## src/rtl/axis_pkg.sv

```systemverilog
// Shared definitions for the AXI write command path: FSM encoding, response codes
// and the boundary-aware burst sizing helper.
package axis_pkg;

    localparam logic [2:0] ST_IDLE   = 3'd0;
    localparam logic [2:0] ST_CONFIG = 3'd1;
    localparam logic [2:0] ST_ADDR   = 3'd2;
    localparam logic [2:0] ST_WAIT   = 3'd3;
    localparam logic [2:0] ST_DONE   = 3'd4;

    localparam logic [1:0] RESP_OKAY = 2'b00;

    // Largest burst that neither exceeds the remaining beats nor crosses a burst_max-beat boundary.
    function automatic logic [31:0] burst_beats(input logic [31:0] beats_rem,
                                                input logic [31:0] beat_addr,
                                                input logic [31:0] burst_max);
        logic [31:0] room;
        room = burst_max - (beat_addr & (burst_max - 32'd1));
        return (beats_rem < room) ? beats_rem : room;
    endfunction

endpackage

```

## src/rtl/axis_write_cmd.sv

```systemverilog
// AXI write command sequencer: configures the data unit, splits a transfer into
// boundary-aligned AW bursts and tracks outstanding B responses until completion.
module axis_write_cmd
    import axis_pkg::*;
#(
    parameter int CONFIG_DWIDTH   = 32,
    parameter int AXI_ADDR_WIDTH  = 32,
    parameter int AXI_LEN_WIDTH   = 8,
    parameter int AXI_DATA_WIDTH  = 256,
    parameter int WIDTH_RATIO     = 8,
    parameter int BURST_MAX       = 16,
    parameter int MAX_OUTSTANDING = 4
) (
    input  logic                      clk,
    input  logic                      rst_n,
    input  logic [CONFIG_DWIDTH-1:0]  cfg_address,
    input  logic [CONFIG_DWIDTH-1:0]  cfg_length,
    input  logic                      cfg_valid,
    output logic                      cfg_ready,
    output logic                      busy,
    output logic                      done,
    output logic                      error,
    output logic [CONFIG_DWIDTH-1:0]  data_cfg_length,
    output logic                      data_cfg_valid,
    input  logic                      data_done,
    output logic [AXI_ADDR_WIDTH-1:0] axi_awaddr,
    output logic [AXI_LEN_WIDTH-1:0]  axi_awlen,
    output logic                      axi_awvalid,
    input  logic                      axi_awready,
    input  logic [1:0]                axi_bresp,
    input  logic                      axi_bvalid,
    output logic                      axi_bready
);

    localparam int BYTES       = AXI_DATA_WIDTH / 8;
    localparam int BYTE_SHIFT  = $clog2(BYTES);
    localparam int RATIO_SHIFT = $clog2(WIDTH_RATIO);
    localparam int OW          = $clog2(MAX_OUTSTANDING + 1);

    logic [2:0]                state_q, state_d;
    logic [AXI_ADDR_WIDTH-1:0] addr_q, addr_d;
    logic [CONFIG_DWIDTH-1:0]  beats_q, beats_d;
    logic [CONFIG_DWIDTH-1:0]  len_q, len_d;
    logic [AXI_LEN_WIDTH-1:0]  awlen_q, awlen_d;
    logic [OW-1:0]             outst_q, outst_d;
    logic                      error_q, error_d;
    logic                      dds_q, dds_d;

    logic                      aw_hs, b_hs;
    logic [31:0]               burst_cur, burst_next, burst_first;
    logic [CONFIG_DWIDTH-1:0]  cfg_beats, beats_after;
    logic [AXI_ADDR_WIDTH-1:0] addr_after;

    assign aw_hs = axi_awvalid & axi_awready;
    assign b_hs  = axi_bvalid & axi_bready;

    // Round up: a partial final AXI beat still costs a full beat.
    assign cfg_beats = (cfg_length >> RATIO_SHIFT)
                     + CONFIG_DWIDTH'(|(cfg_length & CONFIG_DWIDTH'(WIDTH_RATIO - 1)));

    // The presented burst length lives in awlen_q, so the post-handshake pointers need no re-sizing.
    assign burst_cur   = 32'(awlen_q) + 32'd1;
    assign beats_after = beats_q - CONFIG_DWIDTH'(burst_cur);
    assign addr_after  = addr_q + AXI_ADDR_WIDTH'(burst_cur << BYTE_SHIFT);
    assign burst_first = burst_beats(32'(beats_q), 32'(addr_q >> BYTE_SHIFT), 32'(BURST_MAX));
    assign burst_next  = burst_beats(32'(beats_after), 32'(addr_after >> BYTE_SHIFT), 32'(BURST_MAX));

    always_comb begin
        state_d = state_q;
        addr_d  = addr_q;
        beats_d = beats_q;
        len_d   = len_q;
        awlen_d = awlen_q;
        outst_d = outst_q;
        error_d = error_q;
        dds_d   = dds_q;

        if (b_hs && (axi_bresp != RESP_OKAY)) error_d = 1'b1;
        if (data_done && (state_q != ST_IDLE)) dds_d = 1'b1;

        case ({aw_hs, b_hs})
            2'b10:   outst_d = outst_q + OW'(1);
            2'b01:   outst_d = outst_q - OW'(1);
            default: outst_d = outst_q;
        endcase

        case (state_q)
            ST_IDLE: begin
                if (cfg_valid) begin
                    addr_d  = AXI_ADDR_WIDTH'(cfg_address);
                    len_d   = cfg_length;
                    beats_d = cfg_beats;
                    error_d = 1'b0;
                    dds_d   = 1'b0;
                    state_d = (cfg_length == '0) ? ST_DONE : ST_CONFIG;
                end
            end
            ST_CONFIG: begin
                awlen_d = AXI_LEN_WIDTH'(burst_first - 32'd1);
                state_d = ST_ADDR;
            end
            ST_ADDR: begin
                if (aw_hs) begin
                    addr_d  = addr_after;
                    beats_d = beats_after;
                    awlen_d = (burst_next == 32'd0) ? '0 : AXI_LEN_WIDTH'(burst_next - 32'd1);
                    if (beats_after == '0) state_d = ST_WAIT;
                end
            end
            ST_WAIT: begin
                // Next-state values let done follow the final event by exactly one cycle.
                if ((outst_d == '0) && dds_d) state_d = ST_DONE;
            end
            ST_DONE: state_d = ST_IDLE;
            default: state_d = ST_IDLE;
        endcase
    end

    always_ff @(posedge clk or negedge rst_n) begin
        if (!rst_n) begin
            state_q <= ST_IDLE;
            addr_q  <= '0;
            beats_q <= '0;
            len_q   <= '0;
            awlen_q <= '0;
            outst_q <= '0;
            error_q <= 1'b0;
            dds_q   <= 1'b0;
        end else begin
            state_q <= state_d;
            addr_q  <= addr_d;
            beats_q <= beats_d;
            len_q   <= len_d;
            awlen_q <= awlen_d;
            outst_q <= outst_d;
            error_q <= error_d;
            dds_q   <= dds_d;
        end
    end

    assign cfg_ready       = (state_q == ST_IDLE);
    assign busy            = (state_q != ST_IDLE);
    assign done            = (state_q == ST_DONE);
    assign error           = error_q;
    assign data_cfg_valid  = (state_q == ST_CONFIG);
    assign data_cfg_length = (state_q == ST_CONFIG) ? len_q : '0;
    assign axi_awaddr      = addr_q;
    assign axi_awlen       = awlen_q;
    assign axi_awvalid     = (state_q == ST_ADDR) && (outst_q != OW'(MAX_OUTSTANDING));
    assign axi_bready      = ((state_q == ST_ADDR) || (state_q == ST_WAIT)) && (outst_q != '0);

endmodule
```

## config.mk

```make
export PLATFORM = sky130hd
export DESIGN_NAME = axis_write_cmd
export DESIGN_NICKNAME = d
export VERILOG_FILES = /design/src/rtl/axis_pkg.sv /design/src/rtl/axis_write_cmd.sv
export SDC_FILE = /design/constraint.sdc
export NUM_CORES = 1
export LEC_CHECK = 0
export CAP_MARGIN = 20
export CELL_PAD_IN_SITES_DETAIL_PLACEMENT = 1
export CELL_PAD_IN_SITES_GLOBAL_PLACEMENT = 1
export CORE_MARGIN = 5
export CORE_UTILIZATION = 30
export DETAILED_ROUTE_END_ITERATION = 8
export MAX_ROUTING_LAYER = met4
export PLACE_DENSITY_LB_ADDON = 0.3
export SYNTH_ARGS = -nofsm -noshare
export SYNTH_HDL_FRONTEND = slang
export SYNTH_SLANG_ARGS = --single-unit
```

## constraint.sdc

```tcl
create_clock -name clk -period 4.4 [get_ports clk]
set_input_delay 0.88 -clock clk [delete_from_list [all_inputs] [get_ports clk]]
set_output_delay 0.88 -clock clk [all_outputs]
set_load 0.01 [all_outputs]
```

==> summary.txt <==
Outcome
  – Outcome: complete, no violations

Routing
  – First-pass DRT Iterations: 5
  – M1 WL: 15000 um
  – Via density: 5.52
  – Via count: 8711
  – Wire length on met2: roughly 15000 um
  – DRC Markers: 0
  – Max Used Layer: met4
  – Detail Route Antenna Nets: 0
  – Starting DRT DRC Count: ~560
  – DRT Wirelength: 32500 um
  – Met3 wire length: between 2000 and 2500 um
  – Routed wire per std cell: 20.6 um

Pwr
  – Sw Ratio: 0.465
  – Sequential power share: 0.187
  – Psw: around 4.5 mW
  – Logic pwr share: 0.723
  – Clk network pwr share: 0.089
  – P_int: 5.14 mW
  – Leakage: 4.94 nW
  – Max IR drop VDD: 0.547 mV
  – Pwr/cell area: 847 nW/um2

Placed design
  – Port bufs: 150
  – GPL Wtd Cong: about 0.9
  – Post-detail-place hpwl: 23600 um
  – Placed cells: 1550
  – DP Worst Slack: -113 ps

Critical path
  – Worst Path Arrival: 4510 ps
  – Worst EP required: 4670 ps
  – WP buf/inv: 4
  – Critical path depth: 21
  – Crit-path max FO: 6
  – Worst path cell trace: buf_6 > inv_1 > ha_4 > fa_2 > inv_1 > ha_4 > inv_1 > ha_1 > a21o_1 > a21oi_2 > nor2b_1 > o21ai_1 > nand2b_1 > or3_4 > nor2_2 > a21oi_4 > ha_4 > nand4_1 > nand2_1 > mux2_2 > o21ai_0
  – Critical Path Start Type: flop
  – Critical path capture point type: flop
  – Crit-path leading delay family: adder cells
  – Crit-path max cell delay: 600 ps
  – Slowest cell on crit path: fa_2
  – CP Class: reg -> reg
  – Reg2reg path depth: 21

Logic synthesis
  – Ys flop type: dfrtp_1
  – Ys async rst share: 1.00
  – Netlist cell types: 69
  – XOR/XNOR share of the synthesized area: 0.0579
  – Synth Area in Simple Gates: 0.294
  – YS warnings: 0
  – Synth top area cells: dfrtp_1, nand2_1, ha_1
  – Flops & latches, synth: 112
  – Number of synthesized flops with an enable pin: 0
  – Seq/Total Area, Yosys: 0.343
  – Post-Syn Area per Cell: between 7 and 8 um2
  – Largest family of logic cells by synthesized area: simple AND/OR/NAND/NOR gates
  – Multiplexer share of the synthesized area: 0.0167
  – Syn_nets: between 1000 and 1500
  – Area of the mapped netlist: 8180 um2
  – Synthesized instance count: around 1000
  – Cell taking the most area after synthesis: dfrtp_1
  – Post-synthesis adder-cell area fraction: 0.0609
  – Synth Area in Compound Gates: 0.181
  – Share of the synthesized area in the top cell type: 0.343

Clock tree
  – CTS Root Cell: clkbuf_16
  – Clk_lat worst skew: 370 ps
  – Clock tree buffer depth: 2
  – CTS tree: built
  – # hold bufs at CTS: 0
  – TritonCTS buffer count: 9
  – CTS clk-pin slew, worst paths: 90 ps
  – CTS sink count: 112
  – H-tree levels: 3

Floorplan
  – Top Ports: 151
  – Core Area: 26900 um2
  – Die width: 175 um
  – Area of the die: 30700 um2
  – Initial Util: 0.304
  – Chip height: between 150 and 200 um
  – Rows: 60

STA
  – Crit path time final: around 4200 ps
  – Hold_ws: 476 ps
  – Max-slew violations: 0
  – Slew headroom: 0.350
  – Final Hold Fails: 0
  – Slew @ Worst Pin: roughly 970 ps
  – Setup violations, final: 0
  – Max frequency: 0.236 GHz
  – Worst Skew: 9.97 ps
  – Period utilisation layout: 0.964
  – Worst Slack Setup Final: 160 ps

Worst hold path
  – Hold Crit Depth: 2
  – Hold WC Path Type: reg -> reg

Layout
  – Final #Nets: 1342
  – Post-Layout Cell Count: 1577
  – Share of cells above drive strength 1: 0.155
  – Number of inserted diodes: 0
  – P&R area growth vs syn: 38.8%
  – Commonest non-fill, non-tap cell in the layout: nand2_1
  – Commonest non-fill, non-tap cells in the layout: nand2_1, clkdlybuf4s50_1, dfrtp_1

Global route
  – First-pass GRT wire length: 50200 um
  – Largest net degree at the start of global routing: 77
  – Initial antenna violation count: 0
  – Vias in the first global route: 9152
  – Gr ovfl total: 0
  – Overall routing resource usage: 0.209

Job
  – Max-Cap Viols: 0
[layer usage]
layer,global-route usage,vias up
met4,0.0468,0
met1,0.282,4299
met2,0.333,266
met5,-,-
li1,-,4123
met3,0.0359,23
[path summary, 6_finish.rpt]
kind	startpoint	end	slack [ps]
max in group asynchronous	rst_n	beats_q[1]$_DFFE_PN0P_	2940
hold / removal	len_q[12]$_DFFE_PN0P_	len_q[12]$_DFFE_PN0P_	480
min in group asynchronous	rst_n	axi_awaddr[9]$_DFFE_PN0P_	630
hold reg to reg	len_q[12]$_DFFE_PN0P_	len_q[12]$_DFFE_PN0P_	480
setup / recovery	axi_awlen[0]$_DFFE_PN0P_	axi_awlen[0]$_DFFE_PN0P_	160
setup reg to reg	axi_awlen[0]$_DFFE_PN0P_	axi_awlen[0]$_DFFE_PN0P_	160
[through the flow]
step	setup TNS [ps]	power [mW]	util	area, um2
floorplan	0	5.15	-	8200
global placement	-110	7.70	0.394	10600
detailed placement	-237	7.81	0.394	10600
CTS	-27.5	8.78	0.405	10900
global route	-60.6	10.3	0.422	11300
finish	0	9.62	0.422	11300
[sequential cells by signal, summed over array words and instances (netlist names)]
signal and count:
beats_q 32, axi_awlen 8, axi_awaddr 32, len_q 32, error 1, outst_q 3, dds_q 1, state_q 3
[cell families (layout without fill, tap and decap cells)]
| family | count (synthesis) | in the layout |
|---|---|---|
| DFF | 112 | 112 |
| xor gates and xnor gates | 54 | 54 |
| buffers and inverters | 100 | 308 |
| adders and majority gates | 38 | 38 |
| muxes | 13 | 13 |
| and+or+nand+nor | 487 | 487 |
| AOI/OAI and AO/OA | 224 | 224 |
[cell usage after synthesis (4+ instances only)]
cell type and n:
nand2_1 186, dfrtp_1 112, nor2_1 65, o21ai_0 55, clkbuf_1 54, and3_1 50, nand3_1 48, a21oi_1 47
inv_1 41, nor3_1 36, ha_1 35, xnor2_1 30, xor2_1 24, nor4_1 21, a22oi_1 15, nand4_1 15
o211ai_1 12, o22ai_1 12, or4_1 12, or3_1 11, a21o_1 8, a31oi_1 8, and2_1 8, mux2i_1 8
a221o_1 7, nand2b_1 7, o311ai_0 7, nor2b_1 6, a211oi_1 5, mux2_2 5, nor3b_1 5, o21a_1 5
a211o_1 4, nand4b_1 4, o221ai_1 4, o31a_1 4, o31ai_1 4
[area by class of cell]
type	instances	area (um2)
Sequential cell	112	2810
Timing Repair Buffer	251	2280
Fill cell	3218	15500
Tap cell	341	427
Inverter	42	158
Multi-Input combinational cell	816	5390
Clock buffer	9	225
Clock inverter	6	60.1
[power by group through the flow]
| stage | Combinational [mW] | Clock [mW] | Sequential, mW |
|---|---|---|---|
| 2_1_floorplan | 3.44 | 0 | 1.71 |
| 3_3_place_gp | 5.94 | 0 | 1.76 |
| 3_5_place_dp | 6.03 | 0 | 1.78 |
| 4_1_cts | 6.13 | 0.884 | 1.76 |
| 5_1_grt | 7.54 | 0.917 | 1.85 |
| 6_report | 6.96 | 0.857 | 1.80 |
[what timing repair did]
item                       in CTS  in global routing
setup endpoints to repair       5                  8
gates resized for setup         7                 60
pin swaps                       0                 20
buffers inserted                0                 12
gates cloned                    0                  0
[worst reg2reg max path, cell delays in order, from the launching register on]
cell and delay (ps):
dfrtp_2 410, buf_6 130, inv_1 70, ha_4 180, fa_2 600, inv_1 90
ha_4 270, inv_1 40, ha_1 260, a21o_1 170, a21oi_2 140, nor2b_1 70
o21ai_1 130, nand2b_1 80, or3_4 430, nor2_2 180, a21oi_4 70, ha_4 190
nand4_1 120, nand2_1 70, mux2_2 260, o21ai_0 200
Note: power is estimated with default switching activity, not from simulation.
